$ cat src/rtl/dmem_arb_pkg.sv
// Shared types and default sizes for the two-port data memory arbiter.
// Optional round-robin arbitration is enabled by defining DMEM_ARB_RR_EN.
package dmem_arb_pkg;

  localparam int DATA_W_DEF = 64;
  localparam int ADDR_W_DEF = 48;
  localparam int DEPTH_DEF  = 64;

  typedef enum logic [1:0] {
    IDLE   = 2'd0,
    ACCESS = 2'd1,
    RESP   = 2'd2
  } state_e;

  // Requester identity: 0 = CPU path, 1 = loader/debug path
  typedef logic port_t;

  localparam port_t PORT0 = 1'b0;
  localparam port_t PORT1 = 1'b1;

endpackage

$ cat src/rtl/dmem_arb_pick.sv
// Combinational two-way grant selector.
// DMEM_ARB_RR_EN defined: round-robin on contention; otherwise port 0 always wins.
module dmem_arb_pick
  import dmem_arb_pkg::*;
(
  input  logic  valid0_i,
  input  logic  valid1_i,
`ifdef DMEM_ARB_RR_EN
  input  port_t last_grant_i,
`endif
  output logic  gnt_any_o,
  output port_t gnt_port_o
);

  assign gnt_any_o = valid0_i | valid1_i;

`ifdef DMEM_ARB_RR_EN
  // On contention hand the grant to whichever port did not win last time
  assign gnt_port_o = (valid0_i && valid1_i) ? port_t'(~last_grant_i) : port_t'(valid1_i);
`else
  assign gnt_port_o = port_t'(!valid0_i && valid1_i);
`endif

endmodule

$ cat src/rtl/dmem_arbiter.sv
// Two-port arbiter/sequencer for the shared data memory: IDLE -> ACCESS -> RESP.
// Define DMEM_ARB_RR_EN for round-robin arbitration (default: fixed priority, port 0 wins).
module dmem_arbiter
  import dmem_arb_pkg::*;
#(
  parameter int DATA_W = DATA_W_DEF,
  parameter int ADDR_W = ADDR_W_DEF,
  parameter int DEPTH  = DEPTH_DEF
) (
  input  logic              clk,
  input  logic              rst,
  input  logic              p0_req_valid,
  output logic              p0_req_ready,
  input  logic              p0_req_we,
  input  logic [ADDR_W-1:0] p0_req_addr,
  input  logic [DATA_W-1:0] p0_req_wdata,
  output logic              p0_rsp_valid,
  output logic [DATA_W-1:0] p0_rsp_rdata,
  output logic              p0_rsp_err,
  input  logic              p1_req_valid,
  output logic              p1_req_ready,
  input  logic              p1_req_we,
  input  logic [ADDR_W-1:0] p1_req_addr,
  input  logic [DATA_W-1:0] p1_req_wdata,
  output logic              p1_rsp_valid,
  output logic [DATA_W-1:0] p1_rsp_rdata,
  output logic              p1_rsp_err,
  output logic              mem_write,
  output logic              mem_read,
  output logic [ADDR_W-1:0] mem_address,
  output logic [DATA_W-1:0] mem_write_data,
  input  logic [DATA_W-1:0] mem_read_data
);

  state_e            state_q, state_d;
  logic              we_q;
  logic [ADDR_W-1:0] addr_q;
  logic [DATA_W-1:0] wdata_q;
  logic [DATA_W-1:0] rdata_q;
  port_t             port_q;
  logic              err_q;

  logic              gnt_any;
  port_t             gnt_port;
  logic              can_grant;
  logic              grant;
  logic              in_range;
  logic              rsp0, rsp1;

`ifdef DMEM_ARB_RR_EN
  port_t             last_grant_q;
`endif

  dmem_arb_pick u_pick (
    .valid0_i     (p0_req_valid),
    .valid1_i     (p1_req_valid),
`ifdef DMEM_ARB_RR_EN
    .last_grant_i (last_grant_q),
`endif
    .gnt_any_o    (gnt_any),
    .gnt_port_o   (gnt_port)
  );

  // A new request may be taken while idle or while the previous response is out
  assign can_grant = (state_q == IDLE) || (state_q == RESP);
  assign grant     = can_grant && gnt_any && !rst;
  assign in_range  = (addr_q < ADDR_W'(DEPTH));

  always_ff @(posedge clk or posedge rst) begin
    if (rst) state_q <= IDLE;
    else     state_q <= state_d;
  end

  always_comb begin
    state_d = state_q;
    case (state_q)
      IDLE:    if (grant) state_d = ACCESS;
      ACCESS:  state_d = RESP;
      RESP:    state_d = grant ? ACCESS : IDLE;
      default: state_d = IDLE;
    endcase
  end

  always_comb begin
    p0_req_ready   = grant && (gnt_port == PORT0);
    p1_req_ready   = grant && (gnt_port == PORT1);
    mem_write      = 1'b0;
    mem_read       = 1'b0;
    mem_address    = '0;
    mem_write_data = '0;
    if (state_q == ACCESS) begin
      mem_write      = we_q && in_range;
      mem_read       = !we_q && in_range;
      mem_address    = addr_q;
      mem_write_data = wdata_q;
    end
    rsp0         = (state_q == RESP) && (port_q == PORT0);
    rsp1         = (state_q == RESP) && (port_q == PORT1);
    p0_rsp_valid = rsp0;
    p1_rsp_valid = rsp1;
    p0_rsp_err   = rsp0 && err_q;
    p1_rsp_err   = rsp1 && err_q;
    p0_rsp_rdata = rsp0 ? rdata_q : '0;
    p1_rsp_rdata = rsp1 ? rdata_q : '0;
  end

  always_ff @(posedge clk or posedge rst) begin
    if (rst) begin
      we_q    <= 1'b0;
      addr_q  <= '0;
      wdata_q <= '0;
      port_q  <= PORT0;
      rdata_q <= '0;
      err_q   <= 1'b0;
    end else begin
      if (grant) begin
        port_q  <= gnt_port;
        we_q    <= (gnt_port == PORT1) ? p1_req_we    : p0_req_we;
        addr_q  <= (gnt_port == PORT1) ? p1_req_addr  : p0_req_addr;
        wdata_q <= (gnt_port == PORT1) ? p1_req_wdata : p0_req_wdata;
      end
      if (state_q == ACCESS) begin
        err_q   <= !in_range;
        rdata_q <= (!we_q && in_range) ? mem_read_data : '0;
      end
    end
  end

`ifdef DMEM_ARB_RR_EN
  always_ff @(posedge clk or posedge rst) begin
    if (rst)        last_grant_q <= PORT1;
    else if (grant) last_grant_q <= gnt_port;
  end
`endif

endmodule

$ cat config.mk
export PLATFORM = sky130hd
export DESIGN_NAME = dmem_arbiter
export DESIGN_NICKNAME = d
export VERILOG_FILES = /design/src/rtl/dmem_arb_pkg.sv /design/src/rtl/dmem_arb_pick.sv /design/src/rtl/dmem_arbiter.sv
export SDC_FILE = /design/constraint.sdc
export NUM_CORES = 1
export LEC_CHECK = 0
export ABC_AREA = 1
export BUFFER_PORTS_ARGS = -buffer_cell sky130_fd_sc_hd__buf_2
export CAP_MARGIN = 25
export CORE_AREA = 2 2 208 210
export CTS_CLUSTER_DIAMETER = 40
export DETAILED_ROUTE_END_ITERATION = 8
export DIE_AREA = 0 0 210 212
export PLACE_DENSITY = 0.43
export REMOVE_ABC_BUFFERS = 1
export SLEW_MARGIN = 20
export SYNTH_ARGS = -nofsm -noshare
export SYNTH_HDL_FRONTEND = slang
export SYNTH_SLANG_ARGS = --single-unit
$ cat constraint.sdc
create_clock -name clk -period 16.1 [get_ports clk]
set_clock_uncertainty 0.15 [all_clocks]
set_input_delay 2.415 -clock clk [delete_from_list [all_inputs] [get_ports clk]]
set_output_delay 2.415 -clock clk [all_outputs]
set_load 0.01 [all_outputs]
==> qor.csv, run 1 <==
stage,metric,value,unit
outcome,status,finished clean,
placed_design,port_buffers,541,
cts,ctsRootBufferMaster,clkbuf_16,
placed_design,dp_hpwl,27.3,mm
synthesis,yosysMostFrequentCell,nor2_1,
routing,postRouteAntennaNets,0,
worst_setup_path,cp_cell_sequence,"buf_2, inv_8, nand2_4, nor2_4, buf_12, buf_12, buf_2",
power_and_ir_drop,p_sw_share,28.9,%
sta,drv_slew,0,
worst_setup_path,r2r_start,state_q[0],
power_and_ir_drop,power_density,90.5,nW/um^2
worst_setup_path,r2r_end,addr_q[38],
floorplan,io_pins,542,
layout,fin_nets,2007,
cts,htree_levels,4,
synthesis,synth_cell_types,22,
worst_setup_path,r2r_setup_slack,13390,ps
worst_setup_path,critPathLaunch,rst,
power_and_ir_drop,ir_drop,71.1,uV
power_and_ir_drop,power_switching,0.340,mW
routing,viasPerCell,4.30,
global_routing,antenna_found_initial,13,
worst_setup_path,crit_family,buffers and inverters,
cts,cts_setup_buffers,0,
sta,hold_viol,0,
global_routing,grt_max_degree,81,
routing,post-route-drc-count,0,
hold_path,whs_endpoint,rdata_q[45],
floorplan,dieHeight,212,um
hold_path,min_from,rdata_q[45],
synthesis,synth-seq-cells,181,
floorplan,die_width,210,um
worst_setup_path,arrival,4140,ps
power_and_ir_drop,pwr-share-comb,18.8,%
routing,wl_per_cell,16.4,um
sta,period_share,41.6,%
power_and_ir_drop,seqPwrFrac,44.5,%
synthesis,synth_top_area_share,48.5,%
routing,dr.pass1.iters,5,
sta,grt_setup_unrepaired,false,
synthesis,synthArstFlopShare,100,%
worst_setup_path,crit_path_max_incr_delay,310,ps
floorplan,die-area,44500,um^2
routing,num_vias,9780,
sta,worst_pin_slew,931,ps
floorplan,start_util,22.0,%
synthesis,netlist_instances,1227,
power_and_ir_drop,cell_internal_pwr,0.837,mW
layout,postLayoutCoreUtil,30.6,%
synthesis,synth_edf_count,0,
synthesis,synth_ff_type,dfrtp_1,
cts,clk_latency,450,ps
synthesis,synth_top_cell_by_area,dfrtp_1,
worst_setup_path,cp_num_buf_inv,5,
power_and_ir_drop,p_clk_share,36.7,%
power_and_ir_drop,p_leak,6.94,nW
sta,clock.fmax,149,MHz
synthesis,synth_area_leaders,"dfrtp_1, nor2_1, nand2_1",
hold_path,hp-class,reg2reg,
hold_path,holdPathStages,2,
floorplan,core-area,42500,um^2
cts,cts_tree,built,
synthesis,seq_area_frac_synth,48.5,%
sta,finalSetupTns,0,ps
routing,first_iter_violations,444,
global_routing,track_usage,16.5,%
worst_setup_path,slowest_stage,nor2_4,
worst_setup_path,worstPathRequired,13540,ps
synthesis,avgSynthCellArea,7.61,um^2
sta,setup_violations,0,
worst_setup_path,critPathLaunchType,input port,
worst_setup_path,crit_type,in2out,
floorplan,row_count,76,
synthesis,ys_warn_count,0,
global_routing,grt_overflow,0,
worst_setup_path,end_kind,output port,
synthesis,post_synth_instance_area,9340,um^2
cts,cts_inserted_buffers,17,
cts,cts_sinks,181,
cts,holdBufCountCts,0,
layout,area_delta_synth_final,39.2,%
cts,cts_resized,0,
placed_design,routabilityCongestion,0.788,
layout,drive_gt1_share,34.6,%
global_routing,grt_pass1_vias,9666,
worst_setup_path,critPathMaxFanout,80,
sta,slew_headroom,37.9,%
worst_setup_path,r2r_cells,7,
cts,cts_buffer_depth,2,
job,maxCapViolCount,0,
sta,period_minus_slack,6700,ps
global_routing,grt_pass1_wl,56.0,mm
routing,routed_wl,37.3,mm
cts,clk_pin_slew,60,ps
synthesis,synth_common_cells,"nor2_1, nand2_1, dfrtp_1, inv_1, nand4_1",
## how the worst max path moves through the flow
stage | end | slack, ps | cells after the start
floorplan | p1_req_ready | 5680 | 3
global placement | p0_req_ready | 9030 | 6
detailed placement | p0_req_ready | 8970 | 6
CTS | p0_req_ready | 8980 | 6
global route | p0_req_ready | 9240 | 7
finish | p0_req_ready | 9400 | 7
## registers in the layout, summed over array words and instances, names as in the netlist
name and count:
rdata_q 64, wdata_q 64, addr_q 48, state_q 2, err_q 1, port_q 1, we_q 1
## stage by stage
| stage | worst slack, ps | power (mW) | cell area [um^2] | std cells | hold WS (ps) |
|---|---|---|---|---|---|
| floorplan | 5680 | 0.649 | 8850 | 1138 | 299 |
| global placement | 9030 | 0.754 | 12400 | 2238 | 314 |
| detailed placement | 8970 | 0.757 | 12400 | 2239 | 315 |
| CTS | 8980 | 1.20 | 13000 | 2268 | 333 |
| global route | 9240 | 1.25 | 13000 | 2273 | 350 |
| finish | 9400 | 1.18 | 13000 | 2273 | 329 |
## placed cells by master (no fill, tap or decap)
| master | count |
|---|---|
| nand2_4 | 1 |
| nor2_4 | 6 |
| inv_8 | 1 |
| clkbuf_8 | 2 |
| nand4_1 | 64 |
| inv_2 | 5 |
| o22ai_1 | 1 |
| clkbuf_1 | 6 |
| clkinvlp_4 | 1 |
| nor2_1 | 264 |
| bufinv_16 | 3 |
| o21ai_1 | 3 |
| diode_2 | 4 |
| nor3_2 | 2 |
| a22oi_1 | 58 |
| o21ai_0 | 55 |
| nand3_1 | 1 |
| buf_4 | 12 |
| nor2_8 | 1 |
| dfrtp_1 | 181 |
| clkbuf_16 | 17 |
| nand2_1 | 258 |
| inv_6 | 1 |
| o211ai_1 | 55 |
| buf_2 | 541 |
| buf_12 | 3 |
| nor3_1 | 2 |
| inv_1 | 179 |
## area by class of cell
type	count	area, um^2
diodes	4	10.0
clock buffers	25	475
clock inverters	4	97.6
fillers	4792	29500
inverters	186	711
multi-input cells	771	3640
flip-flops and latches	181	4530
well taps	546	683
repair buffers	556	2860
## power by group through the flow
stage	registers, mW	logic (mW)	clock network, mW
floorplan	0.528	0.122	0
global placement	0.532	0.222	0
global route	0.530	0.251	0.468
CTS	0.524	0.226	0.452
detailed placement	0.532	0.225	0
finish	0.523	0.221	0.433
## routing by layer
layer	up-vias	GRT usage, %	routed length [um]
met5	-	0	92
met4	16	5.18	521
met3	37	6.20	3290
met2	371	27.0	17400
met1	4515	20.3	16000
li1	4841	-	-
## cells by family (layout without fill, tap and decap cells)
family,count (synthesis),in the layout,share of synthesized area (%)
AOI/OAI and AO/OA,172,172,12.3
buffers and inverters,275,771,12.8
DFF,181,181,48.5
other,0,4,0
and+or+nand+nor,599,599,26.5
## worst register-to-register path: stages (launching register included)
cell and delay (ps):
dfrtp_1 420, inv_2 120, nand2_4 90, nor2_4 190, buf_4 520, buf_4 740
a22oi_1 270, o21ai_0 120
Note: power is estimated with default switching activity, not from simulation.
==> run 2: changes to the inputs <==
CORE_AREA = 2 2 209 211   (was 2 2 208 210)
DIE_AREA = 0 0 211 213   (was 0 0 210 212)
clock period = 6.9 ns   (was 16.1 ns; I/O delays follow)
==> run 2 against run 1 <==
Against the previous run: critical path depth shrank 1; register-to-register slack lost 9000 ps; first-iteration DRC count grew 1.6%; sequential power grew 130%; count of clock-buffer cells in the layout grew 1; power grew 130%; combinational power grew 130%; cell count grew 0.13%; critical endpoint is now mem_write_data[48]; worst setup slack lost 6400 ps.
==> qor.csv, run 2 (synthesis results as in run 1) <==
stage,metric,value,unit
outcome,status,finished clean,
sta,grt_setup_unrepaired,false,
global_routing,track_usage,16.7,%
layout,postLayoutCoreUtil,30.3,%
global_routing,antenna_found_initial,11,
layout,area_delta_synth_final,38.7,%
hold_path,hp-class,reg2reg,
layout,largestRegisters,"rdata_q: 64 flops, wdata_q: 64 flops, addr_q: 48 flops",
worst_setup_path,r2r_start,state_q[0],
worst_setup_path,r2r_end,wdata_q[17],
cts,cts_sinks,181,
worst_setup_path,cp-endpoint,mem_write_data[48],
cts,clk_latency,440,ps
routing,dr.pass1.iters,5,
worst_setup_path,critPathLaunch,state_q[0],
sta,worst_pin_slew,931,ps
routing,routed_wl,38.8,mm
worst_setup_path,crit_path_max_incr_delay,730,ps
routing,wl_per_cell,17.1,um
layout,mostFrequentLayoutCells,"buf_2, nor2_1, nand2_1, dfrtp_1, inv_1",
placed_design,routabilityCongestion,0.791,
sta,drv_slew,0,
floorplan,die_width,211,um
placed_design,dp_hpwl,28.5,mm
layout,mostFrequentLayoutCell,buf_2,
sta,hold_viol,0,
power_and_ir_drop,cell_internal_pwr,1.89,mW
cts,cts_buffer_depth,2,
layout,drive_gt1_share,34.9,%
global_routing,grt_overflow,0,
global_routing,grt_max_degree,83,
cts,clk_pin_slew,60,ps
layout,fin_nets,2007,
floorplan,die-area,44900,um^2
sta,clock.fmax,256,MHz
sta,slew_headroom,38.0,%
power_and_ir_drop,p_leak,6.93,nW
power_and_ir_drop,p_clk_share,35.4,%
worst_setup_path,crit_type,reg2out,
floorplan,core-area,42700,um^2
worst_setup_path,worstPathRequired,5710,ps
worst_setup_path,arrival,2730,ps
power_and_ir_drop,ir_drop,151,uV
placed_design,port_buffers,541,
power_and_ir_drop,p_sw_share,30.0,%
cts,cts_tree,built,
power_and_ir_drop,power_density,208,nW/um^2
floorplan,io_pins,542,
worst_setup_path,critPathMaxFanout,82,
global_routing,grt_pass1_wl,57.1,mm
layout,num-fill-cells,4764,
worst_setup_path,cp_cell_sequence,"inv_2, nor2_4, inv_6, buf_4, nor2_1, buf_2",
cts,cts_setup_buffers,0,
worst_setup_path,slowest_stage,buf_4,
cts,ctsRootBufferMaster,clkbuf_16,
cts,holdBufCountCts,0,
worst_setup_path,critPathLaunchType,register,
routing,postRouteAntennaNets,0,
worst_setup_path,crit_family,buffers and inverters,
sta,setup_violations,0,
job,maxCapViolCount,0,
cts,htree_levels,4,
worst_setup_path,r2r_cells,7,
worst_setup_path,cp_num_buf_inv,4,
worst_setup_path,r2r_setup_slack,4410,ps
floorplan,row_count,76,
sta,period_share,56.7,%
sta,period_minus_slack,3910,ps
power_and_ir_drop,pwr-share-comb,19.2,%
cts,cts_resized,0,
power_and_ir_drop,seqPwrFrac,45.3,%
routing,first_iter_violations,451,
routing,num_vias,9904,
routing,viasPerCell,4.35,
worst_setup_path,end_kind,output port,
worst_setup_path,path_depth,6,
global_routing,grt_pass1_vias,9791,
cts,cts_inserted_buffers,17,
power_and_ir_drop,power_switching,0.808,mW
power_and_ir_drop,power,2.69,mW
floorplan,start_util,21.9,%
routing,post-route-drc-count,0,
floorplan,dieHeight,213,um
## run 2: final cells by class
type	instances	area (um^2)	area share (%)
inverters	186	711	5.49
repair buffers	556	2820	21.8
diodes	4	10.0	0.0773
clock inverters	6	42.5	0.328
multi-input cells	771	3640	28.1
well taps	546	683	5.27
flip-flops and latches	181	4530	35.0
clock buffers	26	519	4.01
## run 2: worst reg2reg max path, delay by kind of cell, from the launching register on
kind / cells / cell delay, ps
compound gates: 2 / 400
simple gates: 2 / 190
flops: 1 / 410
buf+inv: 3 / 1250
## run 2: worst min path at each step
stage,from,cells past startpoint,slack [ps],end
after global routing,rdata_q[41],2,350,rdata_q[41]
after floorplan,err_q,2,300,err_q
after detailed placement,rdata_q[20],2,320,rdata_q[20]
after CTS,rdata_q[1],2,330,rdata_q[1]
final,rdata_q[17],2,330,rdata_q[17]
after global placement,rdata_q[19],2,310,rdata_q[19]
## run 2: per-layer routing
metal  track usage [%]  wire [um]  vias to the layer above
li1                  -          -                     4846
met1              20.2      16500                     4640
met2              28.3      18600                      365
met3              5.21       2900                       43
met4              5.46        760                       10
met5                 0         61                        -
## run 2: metrics by stage
step | cells | instance area (um^2) | setup WS [ps] | setup TNS, ps | hold WS [ps]
6_report | 2276 | 13000 | 2990 | 0 | 330
5_1_grt | 2274 | 12900 | 2790 | 0 | 347
4_1_cts | 2272 | 12900 | 2950 | 0 | 335
3_5_place_dp | 2240 | 12400 | 3120 | 0 | 316
3_3_place_gp | 2240 | 12400 | 3170 | 0 | 312
2_1_floorplan | 1138 | 8850 | -755 | -82800 | 299
## run 2: power groups by stage
| stage | Combinational, mW | Clock (mW) | Sequential, mW |
|---|---|---|---|
| finish | 0.518 | 0.954 | 1.22 |
| global route | 0.587 | 1.04 | 1.24 |
| CTS | 0.531 | 1.00 | 1.22 |
| detailed placement | 0.530 | 0 | 1.24 |
| global placement | 0.527 | 0 | 1.24 |
| floorplan | 0.285 | 0 | 1.23 |
